File: config.mk
export PLATFORM = sky130hd
export DESIGN_NAME = uart_tx_feeder
export DESIGN_NICKNAME = d
export VERILOG_FILES = /design/src/rtl/uart_tx_feeder.sv
export SDC_FILE = /design/constraint.sdc
export NUM_CORES = 1
export LEC_CHECK = 0
export ABC_AREA = 1
export BUFFER_PORTS_ARGS = -buffer_cell sky130_fd_sc_hd__buf_2
export CAP_MARGIN = 30
export CORE_MARGIN = 10
export CORE_UTILIZATION = 55
export CTS_CLUSTER_DIAMETER = 200
export DETAILED_ROUTE_END_ITERATION = 6
export PLACE_DENSITY = 0.74
export SLEW_MARGIN = 20
export SYNTH_ARGS = -nofsm -noshare
export SYNTH_HDL_FRONTEND = slang
export SYNTH_SLANG_ARGS = --single-unit
File: constraint.sdc
create_clock -name clk -period 3.33 [get_ports clk]
set_input_delay 0.333 -clock clk [delete_from_list [all_inputs] [get_ports clk]]
set_output_delay 0.333 -clock clk [all_outputs]
set_load 0.01 [all_outputs]
File: src/rtl/uart_tx_feeder.sv
// Byte FIFO feeding a UART transmitter one frame at a time, gated by remote cts_n.
// Pop, start_tx and tx_data update on the same edge as the launch; wr_ready falls only when full.
module uart_tx_feeder #(
   parameter int DEPTH = 8
) (
   input  logic                         clk,
   input  logic                         rst_n,
   input  logic                         wr_valid,
   input  logic [7:0]                   wr_data,
   output logic                         wr_ready,
   input  logic                         cts_n,
   input  logic                         tx_done,
   output logic                         start_tx,
   output logic [7:0]                   tx_data,
   output logic [$clog2(DEPTH+1)-1:0]   fifo_count,
   output logic                         busy
);
   localparam int AW = $clog2(DEPTH);
   localparam int CW = $clog2(DEPTH+1);

   typedef enum logic {IDLE, WAIT_DONE} state_t;

   state_t          state_q;
   logic [AW-1:0]   wr_ptr_q, wr_ptr_d;
   logic [AW-1:0]   rd_ptr_q, rd_ptr_d;
   logic [CW-1:0]   count_q, count_d;
   logic            start_q;
   logic            busy_q;
   logic [7:0]      data_q;
   logic [7:0]      mem_q [DEPTH];
   logic            push;
   logic            pop;

   // A full FIFO refuses pushes even when a pop frees a slot on the same edge.
   assign wr_ready = (count_q != CW'(DEPTH));
   assign push     = wr_valid && wr_ready;
   assign pop      = (state_q == IDLE) && (count_q != '0) && !cts_n;

   // DEPTH is a power of two, so pointer overflow wraps DEPTH-1 back to 0.
   always_comb begin
      wr_ptr_d = push ? wr_ptr_q + AW'(1) : wr_ptr_q;
      rd_ptr_d = pop  ? rd_ptr_q + AW'(1) : rd_ptr_q;
      count_d  = count_q;
      case ({push, pop})
         2'b10:   count_d = count_q + CW'(1);
         2'b01:   count_d = count_q - CW'(1);
         default: count_d = count_q;
      endcase
   end

   always_ff @(posedge clk) begin
      if (push) mem_q[wr_ptr_q] <= wr_data;
   end

   always_ff @(posedge clk or negedge rst_n) begin
      if (!rst_n) begin
         wr_ptr_q <= '0;
         rd_ptr_q <= '0;
         count_q  <= '0;
      end else begin
         wr_ptr_q <= wr_ptr_d;
         rd_ptr_q <= rd_ptr_d;
         count_q  <= count_d;
      end
   end

   // tx_done is only honoured in WAIT_DONE; the return to IDLE forces a gap before the next launch.
   always_ff @(posedge clk or negedge rst_n) begin
      if (!rst_n) begin
         state_q <= IDLE;
         start_q <= 1'b0;
         busy_q  <= 1'b0;
         data_q  <= 8'h00;
      end else begin
         start_q <= 1'b0;
         case (state_q)
            IDLE: begin
               if (pop) begin
                  data_q  <= mem_q[rd_ptr_q];
                  start_q <= 1'b1;
                  busy_q  <= 1'b1;
                  state_q <= WAIT_DONE;
               end
            end
            WAIT_DONE: begin
               if (tx_done) begin
                  busy_q  <= 1'b0;
                  state_q <= IDLE;
               end
            end
            default: state_q <= IDLE;
         endcase
      end
   end

   assign start_tx   = start_q;
   assign tx_data    = data_q;
   assign fifo_count = count_q;
   assign busy       = busy_q;
endmodule
==> results of run 1 <==
cells in the mapped netlist:
library cell	count	share of area, %
a21oi_1	1	0.14
a31oi_1	1	0.18
buf_2	2	0.28
buf_4	2	0.42
buf_6	5	1.6
buf_8	1	0.42
clkbuf_2	2	0.28
clkinv_1	1	0.11
dfrtp_1	21	15
edfxtp_1	64	54
ha_1	5	1.8
inv_1	7	0.74
inv_2	4	0.42
inv_4	1	0.18
nand2_1	42	4.4
nand2_2	2	0.35
nand2_4	1	0.32
nand3_1	27	3.8
nand3_2	1	0.28
nor2_1	77	8.1
nor2_2	1	0.18
nor2_8	1	0.56
o21ai_0	33	4.6
o21ai_1	3	0.42
or2_1	1	0.18
or2_4	1	0.25
xnor2_1	2	0.49
xor2_1	3	0.74
state kept, by name (all words and copies together), names as in the netlist:
name / flops
wr_ptr_q: 3
busy: 1
state_q: 1
rd_ptr_q: 3
start_tx: 1
mem_q: 64
fifo_count: 4
tx_data: 8
how the worst max path moves through the flow:
stage,endpoint,start,cells after the start,slack (ns)
floorplan,fifo_count[2],fifo_count[1],13,1.37
global placement,mem_q[4][3],fifo_count[1],5,1.40
detailed placement,fifo_count[2],fifo_count[1],12,1.36
CTS,fifo_count[2],fifo_count[3],11,1.34
global route,fifo_count[2],fifo_count[3],11,1.15
finish,fifo_count[2],fifo_count[1],12,1.33
routing by layer:
layer | global-route usage, % | vias to the layer above | wire, microns
met4 | 6.196 | 0 | 125
met2 | 20.52 | 71 | 3071
met5 | 0 | - | 0
li1 | - | 1115 | -
met1 | 18.48 | 1082 | 3028
met3 | 5.418 | 10 | 571
cells in the final DEF, fill, tap and decap left out, drive strengths merged:
| cell | instances |
|---|---|
| a21oi | 1 |
| a31oi | 1 |
| buf | 29 |
| bufinv | 4 |
| clkbuf | 9 |
| clkinv | 4 |
| dfrtp | 21 |
| dlygate4sd3 | 1 |
| edfxtp | 64 |
| ha | 5 |
| inv | 12 |
| nand2 | 45 |
| nand3 | 28 |
| nor2 | 79 |
| o21ai | 36 |
| or2 | 2 |
| xnor2 | 2 |
| xor2 | 3 |
logic make-up (layout without fill, tap and decap cells):
kind of cell | count (synthesis) | count (layout)
flops | 85 | 85
xor+xnor | 5 | 5
fa+ha+maj | 5 | 5
compound gates | 38 | 38
buf+inv | 25 | 59
simple gates | 154 | 154
layout make-up:
| type | instances | area, sq um | share of cell area [%] |
|---|---|---|---|
| clock buffers | 9 | 123.9 | 3.119 |
| clock inverters | 7 | 137.6 | 3.466 |
| inverters | 13 | 51.30 | 1.292 |
| repair buffers | 30 | 160.2 | 4.033 |
| multi-input cells | 202 | 954.7 | 24.04 |
| well taps | 77 | 96.34 | 2.426 |
| flip-flops and latches | 85 | 2447 | 61.63 |
power breakdown:
part           switching, uW  internal, uW
logic                    709           398
registers                202          1380
clock network            356           571
total                   1270          2350
critical path, stage by stage (launching register included):
cell and delay, ns:
dfrtp_1 0.44, nor2_2 0.18, nand2_2 0.08, nand2_4 0.09, nor2_8 0.06, ha_1 0.23
nand2_1 0.08, inv_1 0.05, nor2_1 0.13, ha_1 0.17, a21oi_1 0.05, or2_1 0.23
a31oi_1 0.13
stage by stage:
step                      std cells  hold slack [ns]  cell area, sq um  utilization [%]  worst slack (ns)
final                           423           0.1772              3971            62.90             1.332
after global routing            423           0.1742              3971            62.90             1.155
after CTS                       423           0.1687              3971            62.90             1.341
after detailed placement        406           0.3077              3700            58.60             1.363
after global placement          406           0.3042              3700            58.60             1.402
after floorplan                 312          0.03741              3560                -             1.373
==> results.md, run 1 <==
* Postcts setup bufs at 0
* Core Region at about 6300 sq um
* Synth Area in Compound Gates at about 5.4%
* Synthesized area per cell at about 11 sq um
* R2r endpoint: fifo_count[2]
* Total congestion overflow at 0
* Nets at approximately 360
* CP Capture Type: register
* Number of global-route vias before repair at between 2000 and 2500
* Final setup viols at 0
* Synth unique cells at 28
* LEAKAGE at around 0.0016 uW
* Initial Util at between 50% and 60%
* Crit share post-route at roughly three fifths
* Synth warnings at 0
* Filler cells at ~500
* CTS clk-pin slew, worst paths at roughly 0.080 ns
* Final Hold Fails at 0
* Kind of critical path: register to register
* Pwr Total at approximately 3600 uW
* RSZ-0062 raised after global routing: false
* Layout cells sized above 1 at approximately 16%
* Clock Path Buffers at 2
* H-tree depth at 3
* Required time of the critical path at 3.62 ns
* CTS root buffer: clkbuf_8
* Initial antenna violation count at 0
* CTS Sinks at 85
* Hold buffer count at cts at 1
* Status: complete, no violations
* Number of top-level pins at 28
* Xor/xnor cell area share of the yosys netlist at ~1.2%
* Clock Latency Late Sink at about 0.36 ns
* Sequential element share of the synthesized area at between 60% and 70%
* Reg2reg path depth at 12
* GRT Util Overall at 14.17%
* Post-DP HPWL at ~4400 microns
* Die Y at 100.5 microns
* Largest net degree at the start of global routing at 33
* Vias/cell at ~5.4
* Gpl congestion at 0.8076
* First-pass DRT Iterations at 4
* Simple-Gate Fraction of Synth Area at 18.45%
* Hold path depth at 2
* Adder-cell share of the synthesized area at between 1.5 and 2%
* #FFs+latches synth at 85
* Iter 0 DRT Violations at 178
* Clk_skew at around 0.0061 ns
* Maxcap violations at 0
* Die area at slightly above 10000 sq um
* DRT antenna net count at 0
* HP Class: primary input to register
* Post-route DRC at 0
* Port Buffers at 27
* FP Rows at 29
* Power Dens Cells at 911.2 nW/um^2
* Total wire length at roughly 6800 microns
* Worst Hold End: state_q
* Fmax at 500.6 MHz
* CP Data Arrival Time at about 2.3 ns
* Reg2Reg Setup Slack at between 1 and 1.5 ns
* Total vias in the final route at around 2300
* Type of origin of the critical path: register
* Worst slew pin tran at ~0.8 ns
* Synth Instances at 312
* CTS tree: built
* Slew headroom at between 40% and 50%
* Total negative slack at 0 ns
* VDD IR max at 0.5910 mV
* Die X at between 100 and 150 microns
* First-pass GRT wire length at ~11000 microns
* Mux cell area share after synthesis at 0%
* Crit-path max FO at 15
* Hold path start: tx_done
* Detail-routed net length per standard cell at around 16 microns
* Cell Area, Synth at 3560 sq um
* Max Slew Vio Count at 0
* Tmin final at between 1.5 and 2 ns
* Count of cells resized by post-cts repair at 0
* Cts bufs inserted at 9
* Syn_nets at 330
* Largest family of logic cells by synthesized area: simple AND/OR/NAND/NOR gates
* Area delta synth->final at 11.56%
* N_diodes at 0
* Crit Reg-Reg Startpoint: fifo_count[1]
Power figures use the tool's default switching activity.
==> run 2: changes to the inputs <==
clock period = 1.9 ns   (was 3.33 ns; I/O delays follow)
==> run 2 against run 1 <==
  * Combinational power increased by 110%
  * Worst setup slack got worse by 1.3 ns
  * Wire length increased by 7.7%
  * Sequential cell count unchanged
  * Largest power group unchanged
==> results.md, run 2 (synthesis results as in run 1) <==
* Register area at 2452 sq um (+0.20%)
* CTS clk-pin slew, worst paths at 0.08 ns (about the same)
* DRT antenna net count at 0 (unchanged)
* Pwr Total at 6245 uW (+73%)
* Total congestion overflow at 0 (unchanged)
* First-pass GRT wire length at 11620 microns (+5.4%)
* Total wire length at 7321 microns (+7.7%)
* Power Dens Cells at 1530 nW/um^2 (+68%)
* Post-DP HPWL at 4838 microns (+9.8%)
* Layout cells sized above 1 at 22.87% (+6.7 points)
* Initial antenna violation count at 0 (unchanged)
* Tmin final at 1.831 ns (-0.1669 ns)
* Slew headroom at 67.97% (+23 points)
* Commonest non-fill, non-tap cell in the layout: nor2_1
* Fmax at 546.3 MHz (+9.1%)
* Die X at 100.5 microns (unchanged)
* Nets at 376 (+4.7%)
* Post-route DRC at 0 (unchanged)
* CP Buf/Inv Count at 0 (-1)
* Most flops, register: mem_q
* Type of origin of the critical path: register
* Die Y at 100.5 microns (unchanged)
* Number of top-level pins at 28 (unchanged)
* Filler cells at 489 (-1.2%)
* Area delta synth->final at 14.62%
* Port Buffers at 27 (unchanged)
* Final Hold Fails at 0 (unchanged)
* Crit-path max FO at 4 (-11)
* VDD IR max at 0.8713 mV (+47%)
* Largest delay contributor family on the critical path: simple AND/OR/NAND/NOR gates
* N_diodes at 0 (unchanged)
* Detail-routed net length per standard cell at 16.64 microns (+3.5%)
* Crit share post-route at 96.35% (+36 points)
* Status: complete, no violations
* GRT Util Overall at 14.81% (+0.64 points)
* Maxcap violations at 0 (unchanged)
* H-tree depth at 3 (unchanged)
* Clk_skew at 0.008762 ns (+0.002680 ns)
* CP Data Arrival Time at 2.07 ns (-0.21 ns)
* First-pass DRT Iterations at 4 (unchanged)
* CTS Sinks at 85 (unchanged)
* CP Capture Type: register
* CTS root buffer: clkbuf_8
* Max reg flops at 64 (unchanged)
* Crit-path max cell delay at 0.43 ns (about the same)
* Gpl congestion at 0.7964 (-1.4%)
* Initial Util at 56.38% (unchanged)
* Worst slew pin tran at 0.4804 ns (-0.3394 ns)
* Most used cell, CP: nor2_4
* FP Rows at 29 (unchanged)
* Core Region at 6314 sq um (unchanged)
* Worst path cell trace: nor2_4 > nand2_2 > nand2_4 > nor2_8 > ha_4 > nor2_1 > nor2_4 > ha_2 > a21oi_1 > or2_1 > a31oi_1
* Worst slack at placement at 0.01350 ns (-1.349 ns)
* Iter 0 DRT Violations at 136 (-24%)
* Final setup viols at 0 (unchanged)
* LEAKAGE at 0.001629 uW (+3.1%)
* Most frequent cells in the layout: 75 x nor2_1, 64 x edfxtp_1, 41 x nand2_1
* Cts bufs inserted at 9 (unchanged)
* Setup ws final at 0.06939 ns (-1.263 ns)
* Max Slew Vio Count at 0 (unchanged)
* Vias/cell at 5.468 (+1.5%)
* HP Class: primary input to register
* Die area at 10090 sq um (unchanged)
* Multi-input gate area at 992.2 sq um (+3.9%)
* Required time of the critical path at 2.14 ns (-1.48 ns)
* Kind of critical path: register to register
* Total vias in the final route at 2406 (+5.6%)
* Number of global-route vias before repair at 2307 (+5.4%)
* Clock Latency Late Sink at 0.36 ns (about the same)
* Slowest stage cell, crit path: dfrtp_2
* CTS tree: built
* Clock Path Buffers at 2 (unchanged)
* Largest net degree at the start of global routing at 33 (unchanged)
==> run 2: changes by cell type in the layout (fill, tap and decap cells not counted), sizes merged <==
| cell | change |
|---|---|
| bufinv | -3 |
| clkinvlp | +2 |
| clkinv | -2 |
| clkbuf | +2 |
| inv | +1 |
| buf | +17 |
==> run 2: final cells by class <==
class                           instances  area share (%)
Sequential cell                        85           60.10
Tap cell                               77           2.361
Multi-Input combinational cell        202           24.32
Timing Repair Buffer                   47           7.053
Clock inverter                          5           1.441
Inverter                               13           1.257
Clock buffer                           11           3.465
==> run 2: worst reg2reg max path, delay by kind of cell (launching register included) <==
kind,cells,cell delay (ns)
simple gates,7,0.70
flops,1,0.43
fa+ha+maj,2,0.35
compound gates,2,0.23
==> run 2: path summary, 6_finish.rpt <==
kind / from / endpoint / slack (ns) / cells past startpoint
setup / recovery: fifo_count[0] / fifo_count[2] / 0.07 / 11
hold / removal: tx_done / state_q / 0.04 / 2
setup reg to reg: fifo_count[0] / fifo_count[2] / 0.07 / 11
hold reg to reg: tx_data[7] / tx_data[7] / 0.48 / 2
max in group asynchronous: rst_n / fifo_count[3] / 1.23 / 2
min in group asynchronous: rst_n / tx_data[3] / 0.32 / 2
==> run 2: per-layer routing <==
layer	up-vias	GRT usage, %	wire, microns
met5	-	0	0
met4	0	5.217	92
met3	9	4.527	581
met2	84	23.29	3556
met1	1166	18.94	3090
li1	1147	-	-
==> run 2: report_power, final <==
| group | total (uW) | internal (uW) | switching [uW] | leakage [uW] |
|---|---|---|---|---|
| Sequential | 2670 | 2430 | 240 | 0.000829 |
| Clock | 1280 | 646 | 630 | 0.0000959 |
| Combinational | 2300 | 852 | 1450 | 0.000704 |
==> run 2: metrics by stage <==
stage | setup TNS, ns | hold slack, ns | util [%] | instances | area [sq um]
after global routing | -0.01223 | 0.04463 | 64.63 | 440 | 4080
after global placement | 0 | 0.1801 | 60.46 | 420 | 3817
final | 0 | 0.04389 | 64.63 | 440 | 4080
after detailed placement | 0 | 0.1775 | 60.46 | 420 | 3817
after CTS | 0 | 0.04162 | 63.91 | 438 | 4035
after floorplan | 0 | -0.1056 | - | 312 | 3572
==> run 2: what timing repair did <==
item,CTS,global route
setup endpoints to repair,1,1
setup buffers,1,2
endpoints found under the hold margin,21,0
hold buffers,1,0
pin swaps,0,7
resized for setup,0,8
